### config.mk
export PLATFORM = sky130hd
export DESIGN_NAME = interval_timer_ctrl
export DESIGN_NICKNAME = d
export VERILOG_FILES = /design/src/rtl/timer_pkg.sv /design/src/rtl/timer_tick_gen.sv /design/src/rtl/interval_timer_ctrl.sv
export SDC_FILE = /design/constraint.sdc
export NUM_CORES = 1
export LEC_CHECK = 0
export ABC_CLOCK_PERIOD_IN_PS = 2300
export BUFFER_PORTS_ARGS = -buffer_cell sky130_fd_sc_hd__buf_2
export CAP_MARGIN = 10
export CORE_MARGIN = 1.5
export CORE_UTILIZATION = 25
export CTS_CLUSTER_DIAMETER = 80
export DETAILED_ROUTE_END_ITERATION = 8
export PLACE_DENSITY_LB_ADDON = 0.12
export SETUP_SLACK_MARGIN = 0.4
export SLEW_MARGIN = 20
export SYNTH_ARGS = -nofsm -noshare
export SYNTH_HDL_FRONTEND = slang
export SYNTH_SLANG_ARGS = --single-unit
### constraint.sdc
create_clock -name clk_i -period 2.3 [get_ports clk_i]
set_input_delay 0.69 -clock clk_i [delete_from_list [all_inputs] [get_ports clk_i]]
set_output_delay 0.69 -clock clk_i [all_outputs]
set_load 0.01 [all_outputs]
### src/rtl/timer_pkg.sv
// ---------------------------------------------------------------------------
// timer_pkg
// Shared types and constants for the interval timer controller and its
// prescaler. Provides the two-state FSM enum, the one-shot / periodic mode
// encodings and the default datapath widths.
// ---------------------------------------------------------------------------
package timer_pkg;

   // Default count width (Q, LIMIT) and prescaler width (PRESC)
   localparam int DEF_WIDTH   = 16;
   localparam int DEF_PRESC_W = 8;

   // Controller states: idle (holding count) or running (counting ticks)
   typedef enum logic {
      ST_IDLE = 1'b0,
      ST_RUN  = 1'b1
   } state_e;

   // Mode encodings as sampled from the MODE input on an accepted start
   localparam logic MODE_ONESHOT  = 1'b0;
   localparam logic MODE_PERIODIC = 1'b1;

endpackage

### src/rtl/timer_tick_gen.sv
// ---------------------------------------------------------------------------
// timer_tick_gen
// Prescaler for the interval timer. While enabled it counts clocks and
// raises tick_o for one cycle every (presc_i + 1) clocks. The tick is a
// decode of the current prescaler value, so it appears in the same cycle
// the prescaler reaches the latched PRESC value.
//
// Ports
//   clk_i     clock, all logic on the rising edge
//   rst_i     synchronous active-high reset
//   clear_i   forces the prescaler back to zero (used on an accepted start)
//   enable_i  advances the prescaler; high while the controller is running
//   presc_i   latched prescale value, tick every presc_i+1 clocks
//   tick_o    one-cycle tick
// ---------------------------------------------------------------------------
module timer_tick_gen
   import timer_pkg::*;
#(
   parameter int PRESC_W = DEF_PRESC_W
) (
   input  logic               clk_i,
   input  logic               rst_i,
   input  logic               clear_i,
   input  logic               enable_i,
   input  logic [PRESC_W-1:0] presc_i,
   output logic               tick_o
);

   logic [PRESC_W-1:0] cnt_q;
   logic [PRESC_W-1:0] cnt_d;

   // The tick fires in the cycle the prescaler matches the terminal value,
   // so PRESC=0 yields a tick on every enabled clock.
   assign tick_o = enable_i && (cnt_q == presc_i);

   // Next prescaler value: clear wins so that a restart discards any pending
   // tick phase; otherwise wrap to zero on a tick and increment in between.
   always_comb begin
      cnt_d = cnt_q;
      if (clear_i) begin
         cnt_d = '0;
      end else if (enable_i) begin
         if (cnt_q == presc_i) begin
            cnt_d = '0;
         end else begin
            cnt_d = cnt_q + PRESC_W'(1);
         end
      end
   end

   // Prescaler register with synchronous reset
   always_ff @(posedge clk_i) begin
      if (rst_i) begin
         cnt_q <= '0;
      end else begin
         cnt_q <= cnt_d;
      end
   end

endmodule

### src/rtl/interval_timer_ctrl.sv
// ---------------------------------------------------------------------------
// interval_timer_ctrl
// Programmable interval timer controller. Owns the IDLE/RUN FSM, the
// prescaler (via timer_tick_gen), the count register and the terminal-count
// compare. Counts 0..LIMIT inclusive, one step per prescaler tick, and on
// the terminal tick pulses done_o for one cycle and sets the sticky irq_o.
// One-shot mode returns to idle holding LIMIT; periodic mode wraps to zero.
//
// Ports
//   clk_i      clock, all logic on the rising edge
//   rst_i      synchronous active-high reset
//   start_i    one-cycle request: latch limit/presc/mode, clear count, run
//   stop_i     one-cycle request: halt holding the count (beats start/tick)
//   clr_irq_i  clears irq_o (a simultaneous terminal tick wins)
//   mode_i     0 one-shot, 1 periodic, sampled on an accepted start
//   limit_i    terminal count, sampled on an accepted start
//   presc_i    tick every presc_i+1 clocks, sampled on an accepted start
//   q_o        current count
//   busy_o     high while running
//   done_o     one-cycle pulse after the terminal tick
//   irq_o      sticky terminal flag
// ---------------------------------------------------------------------------
module interval_timer_ctrl
   import timer_pkg::*;
#(
   parameter int WIDTH   = DEF_WIDTH,
   parameter int PRESC_W = DEF_PRESC_W
) (
   input  logic               clk_i,
   input  logic               rst_i,
   input  logic               start_i,
   input  logic               stop_i,
   input  logic               clr_irq_i,
   input  logic               mode_i,
   input  logic [WIDTH-1:0]   limit_i,
   input  logic [PRESC_W-1:0] presc_i,
   output logic [WIDTH-1:0]   q_o,
   output logic               busy_o,
   output logic               done_o,
   output logic               irq_o
);

   state_e             state_q;
   logic [WIDTH-1:0]   count_q;
   logic [WIDTH-1:0]   limitLat_q;
   logic [PRESC_W-1:0] prescLat_q;
   logic               modeLat_q;
   logic               busy_q;
   logic               done_q;
   logic               irq_q;

   logic               running;
   logic               startAcc;
   logic               tick;
   logic               atLimit;
   logic               terminal;

   // Decode of the request priorities. A start is only accepted when stop is
   // not asserted in the same cycle. A tick is only acted upon when neither
   // stop nor start is present, because both of those discard it.
   assign running  = (state_q == ST_RUN);
   assign startAcc = start_i && !stop_i;
   assign atLimit  = (count_q == limitLat_q);
   assign terminal = tick && atLimit && !stop_i && !start_i;

   // The prescaler restarts from zero on every accepted start and only
   // advances while running, so the first tick after a start lands exactly
   // PRESC+1 clocks later.
   timer_tick_gen #(
      .PRESC_W (PRESC_W)
   ) u_tick_gen (
      .clk_i    (clk_i),
      .rst_i    (rst_i),
      .clear_i  (startAcc),
      .enable_i (running),
      .presc_i  (prescLat_q),
      .tick_o   (tick)
   );

   // Controller FSM together with the count, latched configuration and the
   // registered BUSY/DONE/IRQ outputs. DONE defaults low each cycle so it can
   // only ever be a single-cycle pulse. IRQ is updated outside the state
   // decode so that a terminal tick always beats a same-cycle clear.
   always_ff @(posedge clk_i) begin
      if (rst_i) begin
         state_q    <= ST_IDLE;
         count_q    <= '0;
         limitLat_q <= '0;
         prescLat_q <= '0;
         modeLat_q  <= MODE_ONESHOT;
         busy_q     <= 1'b0;
         done_q     <= 1'b0;
         irq_q      <= 1'b0;
      end else begin
         done_q <= terminal;

         if (terminal) begin
            irq_q <= 1'b1;
         end else if (clr_irq_i) begin
            irq_q <= 1'b0;
         end

         if (state_q == ST_IDLE) begin
            if (startAcc) begin
               limitLat_q <= limit_i;
               prescLat_q <= presc_i;
               modeLat_q  <= mode_i;
               count_q    <= '0;
               state_q    <= ST_RUN;
               busy_q     <= 1'b1;
            end
         end else begin
            if (stop_i) begin
               state_q <= ST_IDLE;
               busy_q  <= 1'b0;
            end else if (start_i) begin
               limitLat_q <= limit_i;
               prescLat_q <= presc_i;
               modeLat_q  <= mode_i;
               count_q    <= '0;
            end else if (tick) begin
               if (!atLimit) begin
                  count_q <= count_q + WIDTH'(1);
               end else if (modeLat_q == MODE_ONESHOT) begin
                  state_q <= ST_IDLE;
                  busy_q  <= 1'b0;
               end else begin
                  count_q <= '0;
               end
            end
         end
      end
   end

   assign q_o    = count_q;
   assign busy_o = busy_q;
   assign done_o = done_q;
   assign irq_o  = irq_q;

endmodule

# == Word level (Yosys, flattened, before mapping) ==
# Cells that the tools add are included.
# totals
out_inout_bits,19
ff_bits,53
# classes
n_mux,36
eq_ne,10
n_reduce_logical,13
add_sub_neg,2
# op_table
op,n
two-way mux 16 bit,11
two-way mux 8 bit,5
two-way mux 1 bit,20
"adder 16 x 1 -> 16 bit, second input constant",1
equality test 16 bit,1
"!= test 3 x 2 -> 1 bit, second input constant",3
"adder 8 x 1 -> 8 bit, second input constant",1
equality test 8 bit,1
"!= test 3 bit, second input constant",2
logical AND 1 bit,5
AND reduction 5 bit,1
"!= test 2 bit, second input constant",2
"!= test 4 bit, second input constant",1
AND reduction 4 bit,1
nonzero test 2 bit,2
AND reduction 3 bit,1
logical NOT 1 bit,2
OR reduction 2 bit,1

# == Logic depth before layout (Yosys ltp) ==
# Gate-level depths: netlist (run 1).
# logic_depth
word_depth,6
depth_mapped,8
depth_no_buf,6

# == Modules after synthesis ==
# From an unflattened synthesis (run 1), not the netlist that was laid out.
# hier_totals
cells_unflattened,316
hier_area_um2,2572.5
# by_module_without_submodules
mod,instances,cells_per_inst,area_each_um2,seq_area_each_um2
interval_timer_ctrl,1,267,2138.3,900.9
timer_tick_gen,1,49,434.2,160.2

# == Worst setup path before layout (run 1) ==
# Ideal clock, no wire load.
# synth_path
kind,input-to-reg
from,in start_i
to,reg count_q[13] (netlist: q_o[13])
n_path_buf,1
setup_time_ps,83
arrival_time_ps,1791
required_time_ps,2217
setup_slack_ps,427
cell_stages,5
path_cell_list,nor2_1 -> and2_1 -> clkbuf_1 -> nand2_1 -> o221ai_1
# synth_between
elab_chain_len,3
# synth_lines
item,line_no,text
from (decl),interval_timer_ctrl.sv:31,"input logic start_i,"
two-way mux 16 bit / logical AND 1 bit (equally long branches),"interval_timer_ctrl.sv:116, interval_timer_ctrl.sv:62",
two-way mux 16 bit / nonzero test 2 bit (equally long branches),-,
two-way mux 16 bit / AND reduction 4 bit (equally long branches),-,
to (signal assigned),interval_timer_ctrl.sv:123,count_q <= count_q + WIDTH'(1);
to (decl),interval_timer_ctrl.sv:44,logic [WIDTH-1:0] count_q;
# Parallel ways exist; a longest one is shown, timed or not. The select of a mux whose other input is x is not followed.
# A chain may end at the register's enable or synchronous reset.

# == Final worst setup path (run 1) ==
# layout_path
from,reg prescLat_q[5]
to,reg count_q[5] (netlist: q_o[5])
# layout_between
elab_chain_len,4
# layout_lines
item,line_no,text
from (decl),interval_timer_ctrl.sv:46,logic [PRESC_W-1:0] prescLat_q;
from (signal assigned),interval_timer_ctrl.sv:106,prescLat_q <= presc_i;
from (signal assigned),interval_timer_ctrl.sv:118,prescLat_q <= presc_i;
equality test 8 bit,timer_tick_gen.sv:34,assign tick_o = enable_i && (cnt_q == presc_i);
logical AND 1 bit,timer_tick_gen.sv:34,
!= test 3 x 2 -> 1 bit (no line),-,
AND reduction 4 bit (no line),-,
# Every way passes these cells.

==> impl_metrics.json, run 1 <==
{
  "cts_root_buffer": "clkbuf_8",
  "avgSynthCellArea_um2": 8.17,
  "p_per_area_mw_per_mm2": 551,
  "synthSimpleGateAreaFrac_pct": 26.2,
  "layout-drive-gt1-share_pct": 34.9,
  "start_kind": "flop",
  "finalSetupViolCount": 0,
  "ys_ff_latch": 53,
  "layout_commonest_cell": "nand2_1",
  "highest-signal-layer": "met4",
  "initialDrtViolationCount": 85,
  "num-nets-final": 415,
  "final_cell_area_mm2": 0.00348,
  "hold_class": "flop to flop",
  "routed-wl-met3_um": 306,
  "drt-wirelength-per-cell_um": 14.7,
  "die_area_mm2": 0.0109,
  "critical_path_class": "flop to flop",
  "vias_per_cell": 4.77,
  "antenna_found_initial": 0,
  "cts_made_buffers": 5,
  "synth_top_family_by_area": "simple AND/OR/NAND/NOR gates",
  "fin_cells": 517,
  "cts_tree": "yes",
  "synth_mux_area_share_pct": 0.778,
  "place_area_mm2": 0.00307,
  "yosysTopAreaCell": "dfxtp_1",
  "dr.pass1.iters": 4,
  "hold-worst-slack_ns": 0.471,
  "n_antenna_cell": 0,
  "core_mm2": 0.00986,
  "final_antenna_net_count": 0,
  "rows": 36,
  "rsz0062_at_grt": "yes",
  "overflow": 0,
  "gp_congestion": 0.788,
  "end_kind": "flop",
  "setup_slack_ns": 0.405,
  "grt_max_degree": 26,
  "grt_pass1_vias": 2366,
  "synthToLayoutAreaGrowth_pct": 35.5,
  "status": "completed",
  "synth.distinct_cells": 40,
  "period_minus_slack_ns": 1.89,
  "worst_slew_pin_slew_ns": 0.468,
  "synth_ff_type": "dfxtp_1",
  "totalWireLength_um": 7610,
  "yosysWarnings": 0,
  "fin_skew_ns": 0.00771,
  "place_inst": 501,
  "max_freq_ghz": 0.528,
  "seq_area_frac_synth_pct": 41.2,
  "synthCells": 315,
  "met2_length_um": 3410,
  "synthArstFlopShare_pct": 0,
  "synth_edf_count": 0,
  "num_io_pins": 49,
  "p_leak_nw": 1.41,
  "path_max_fanout": 7,
  "relSlewSlack_pct": 68.5,
  "netlist_top_cells_area": "dfxtp_1 41%, nand2_1 9.9%, xor2_1 7.5%, a21oi_1 4.9%, o221ai_1 4.4%",
  "synthXorXnorAreaFrac_pct": 10.6,
  "synth_compound_area_share_pct": 14.8,
  "final_cell_mix": "66 x nand2_1, 48 x buf_2, 40 x dfxtp_1, 27 x buf_4, 25 x a21oi_1",
  "dp_slack_ns": 0.202,
  "htree_levels": 2,
  "hold_viol_final": 0,
  "port_buffers": 48,
  "finalCritPeriodShare_pct": 82.4,
  "crit_arrival_ns": 2.09,
  "netlist_area_mm2": 0.00257,
  "clk_path_buf_depth": 2,
  "grt_pass1_wl_um": 12300,
  "cap_violations": 0,
  "hold_buffers": 0,
  "track_usage_pct": 14.3,
  "clkTransAtPathRegs_ns": 0.11,
  "vias": 2466,
  "wl_met1_um": 3810,
  "slew_violations": 0,
  "die_w_um": 104,
  "clkSinkCount": 53,
  "power.total_mw": 1.92,
  "yosysTopAreaCellShare_pct": 41.2,
  "fin_setup_tns_ns": 0,
  "syn-num-nets": 347,
  "critPathRequiredTime_ns": 2.49,
  "ir_drop_mv": 0.392,
  "fin_util_pct": 35.3,
  "start_util_pct": 26.1,
  "drc": 0,
  "die_h_um": 104,
  "synth_adder_area_share_pct": 0.973,
  "worstSkewPairLatency_ns": 0.31,
  "dpl.hpwl_um": 5400
}
[registers in the layout (all words and copies together), names as in the netlist]
name and count:
done_o 1, irq_o 1, modeLat_q 1, running 1
u_tick_gen.cnt_q 8, limitLat_q 16, busy_o 1, prescLat_q 8
q_o 16
[area by class of cell]
class / instances / area [µm²]
clock buffers: 5 / 68.8
flip-flops and latches: 53 / 1080
inverters: 16 / 60.1
multi-input cells: 230 / 1570
fillers: 1031 / 6380
well taps: 133 / 166
repair buffers: 77 / 488
clock inverters: 3 / 50.0
[synthesized netlist by cell type (2+ instances only)]
| master | n |
|---|---|
| a21oi_1 | 25 |
| and3_1 | 4 |
| buf_2 | 2 |
| clkbuf_1 | 11 |
| dfxtp_1 | 53 |
| ha_1 | 2 |
| inv_1 | 16 |
| mux2i_1 | 2 |
| nand2_1 | 68 |
| nand2b_1 | 5 |
| nand3_1 | 7 |
| nand4_1 | 17 |
| nor2_1 | 17 |
| nor2b_1 | 2 |
| nor3_1 | 5 |
| nor4_1 | 8 |
| o2111ai_1 | 4 |
| o21ai_0 | 2 |
| o221ai_1 | 13 |
| or3_1 | 3 |
| xnor2_1 | 9 |
| xor2_1 | 22 |
[critical path, stage by stage, from the launching register on]
cell       delay [ns]
dfxtp_2          0.35
xnor2_2          0.21
nand3_2          0.14
or4_4            0.52
a22oi_4          0.26
clkbuf_16        0.20
o221ai_2         0.09
[metal layers]
metal | vias to the layer above | global-route usage, %
met2 | 48 | 21.1
met1 | 1165 | 20.7
met5 | - | 0
met4 | 0 | 4.46
li1 | 1247 | -
met3 | 6 | 2.88
[logic make-up (layout without fill, tap and decap cells)]
| kind of cell | Yosys count | in the layout |
|---|---|---|
| and+or+nand+nor | 141 | 141 |
| AOI/OAI and AO/OA | 54 | 54 |
| DFF | 53 | 53 |
| buffers and inverters | 32 | 101 |
| xor gates and xnor gates | 31 | 31 |
| adders and majority gates | 2 | 2 |
| muxes | 2 | 2 |
[path summary, 6_finish.rpt]
path / depth (start not counted) / endpoint / slack (ns) / startpoint
worst max-delay path: 6 / q_o[5] / 0.41 / prescLat_q[5]
worst min-delay path: 2 / limitLat_q[15] / 0.47 / limitLat_q[15]
worst max register to register: 6 / q_o[5] / 0.41 / prescLat_q[5]
worst min register to register: 2 / limitLat_q[15] / 0.47 / limitLat_q[15]
[power by group]
part,switching (mW),internal [mW]
Combinational,0.148,0.121
Sequential,0.0199,0.942
Clock,0.354,0.335
[what timing repair did]
action | 4_1_cts | 5_1_grt
cloned | 0 | 1
setup endpoints to repair | 15 | 19
gates resized for setup | 9 | 36
pin swaps | 4 | 8
endpoints found under the hold margin | 0 | 0
buffers inserted | 4 | 3
Note: power is estimated with default switching activity, not from simulation.
==> run 2, diff against run 1 <==
--- a/config.mk
+++ b/config.mk
@@ -5,7 +5,7 @@
 export SDC_FILE = /design/constraint.sdc
 export NUM_CORES = 1
 export LEC_CHECK = 0
-export ABC_CLOCK_PERIOD_IN_PS = 2300
+export ABC_CLOCK_PERIOD_IN_PS = 1750
 export BUFFER_PORTS_ARGS = -buffer_cell sky130_fd_sc_hd__buf_2
 export CAP_MARGIN = 10
 export CORE_MARGIN = 1.5
==> constraint.sdc (replaced) <==
create_clock -name clk_i -period 1.75 [get_ports clk_i]
set_input_delay 0.525 -clock clk_i [delete_from_list [all_inputs] [get_ports clk_i]]
set_output_delay 0.525 -clock clk_i [all_outputs]
set_load 0.01 [all_outputs]
==> impl_metrics.json, run 2 (same netlist as run 1, synthesis figures left out) <==
{
  "status": "complete, but fails checks",
  "violations": "negative setup slack",
  "grt_max_degree": 26,
  "start_util_pct": 26.1,
  "path_max_fanout": 15,
  "slew_violations": 0,
  "gp_congestion": 0.777,
  "p_per_area_mw_per_mm2": 651,
  "core_mm2": 0.00986,
  "die_w_um": 104,
  "rsz0062_at_grt": "yes",
  "cap_violations": 0,
  "seqCellArea_mm2": 0.00110,
  "multi_input_area_mm2": 0.00148,
  "num-nets-final": 444,
  "dpl.hpwl_um": 5630,
  "clkSinkCount": 53,
  "hold_buffers": 0,
  "worst_slew_pin_slew_ns": 0.322,
  "layout_commonest_cell": "nand2_1",
  "drt-wirelength-per-cell_um": 14.1,
  "die_h_um": 104,
  "worstSkewPairLatency_ns": 0.31,
  "clkTransAtPathRegs_ns": 0.10,
  "reg2reg_depth": 6,
  "end_kind": "flop",
  "grt_pass1_vias": 2487,
  "hold_class": "input pin to flop",
  "rows": 36,
  "fillers": 1017,
  "relSlewSlack_pct": 78.3,
  "drc": 0,
  "hold_viol_final": 0,
  "cts_made_buffers": 5,
  "htree_levels": 2,
  "period_minus_slack_ns": 1.78,
  "place_area_mm2": 0.00335,
  "port_buffers": 48,
  "grt_pass1_wl_um": 12500,
  "layout-drive-gt1-share_pct": 38.8,
  "cts_tree": "yes",
  "die_area_mm2": 0.0109,
  "clk_path_buf_depth": 2,
  "final_cell_area_mm2": 0.00378,
  "track_usage_pct": 14.4,
  "vias": 2579,
  "n_antenna_cell": 0,
  "max_freq_ghz": 0.561,
  "fin_cells": 545,
  "totalWireLength_um": 7660,
  "final_antenna_net_count": 0,
  "cts_root_buffer": "clkbuf_8",
  "vias_per_cell": 4.73,
  "finalSetupViolCount": 13,
  "finalCritPeriodShare_pct": 102,
  "crit_arrival_ns": 1.96,
  "antenna_found_initial": 0,
  "fin_skew_ns": 0.00905,
  "ir_drop_mv": 0.394,
  "num_io_pins": 49,
  "power.total_mw": 2.46,
  "overflow": 0,
  "min_path_cells": 3,
  "initialDrtViolationCount": 71,
  "place_inst": 531,
  "final_cell_mix": "68 x nand2_1, 35 x buf_2, 35 x buf_4, 33 x buf_6, 29 x dfxtp_1",
  "p_leak_nw": 1.56,
  "critPathRequiredTime_ns": 1.93,
  "dr.pass1.iters": 4,
  "synthToLayoutAreaGrowth_pct": 46.9,
  "start_kind": "flop",
  "critical_path_class": "flop to flop",
  "setup_slack_ns": -0.0329
}
-- run 2: cell count changes in the layout (fill, tap and decap cells not counted), moves of 11 or more --
cell	previous run	this run
dfxtp_1	40	29
o221ai_1	2	13
o221ai_2	11	0
buf_2	48	35
buf_6	0	33
-- run 2: routing by layer --
| layer | up-vias | share of wire [%] | global-route usage, % |
|---|---|---|---|
| li1 | 1307 | - | - |
| met1 | 1216 | 53 | 20.9 |
| met2 | 44 | 43 | 21.6 |
| met3 | 12 | 3.1 | 2.82 |
| met4 | 0 | 1.4 | 3.87 |
| met5 | - | 0 | 0 |
-- run 2: path summary, 6_finish.rpt --
kind	from	end	slack [ns]
max	u_tick_gen.cnt_q[1]	q_o[10]	-0.03
min reg2reg	prescLat_q[3]	prescLat_q[3]	0.47
max reg2reg	u_tick_gen.cnt_q[1]	q_o[10]	-0.03
min	presc_i[2]	prescLat_q[2]	0.44
-- run 2: final cells by class --
class / count / share of cell area, %
Multi-Input combinational cell: 230 / 39.2
Sequential cell: 53 / 29.1
Tap cell: 133 / 4.40
Clock buffer: 5 / 1.82
Clock inverter: 2 / 0.927
Inverter: 16 / 1.59
Timing Repair Buffer: 106 / 23.0
-- run 2: worst max-delay path: stages (launching register included) --
cell and delay (ns):
dfxtp_2 0.34, xnor2_2 0.17, nand4_2 0.13, or4_4 0.52
a22oi_4 0.20, buf_12 0.17, o221ai_1 0.12
-- run 2: timing repair --
action                     in CTS  in global routing
gates resized for setup        59                 13
setup endpoints to repair      45                 56
pin swaps                       2                  1
setup buffers                   5                  2
-- run 2: report_power, final --
group	internal (mW)	total [mW]	leakage [nW]	switching (mW)
clock	0.417	0.831	0.0540	0.414
sequential	1.23	1.26	0.443	0.0242
combinational	0.178	0.374	1.07	0.196
total	1.83	2.46	1.56	0.634
-- run 2: through the flow --
stage / util, % / setup TNS (ns) / hold slack [ns] / setup slack, ns
detailed placement: 34.0 / -1.11 / 0.460 / -0.0915
finish: 38.3 / -0.300 / 0.444 / -0.0329
floorplan: - / -0.123 / 0.448 / -0.0167
CTS: 37.6 / -0.562 / 0.435 / -0.0504
global route: 38.3 / -1.80 / 0.438 / -0.137
global placement: 34.0 / -1.26 / 0.456 / -0.104
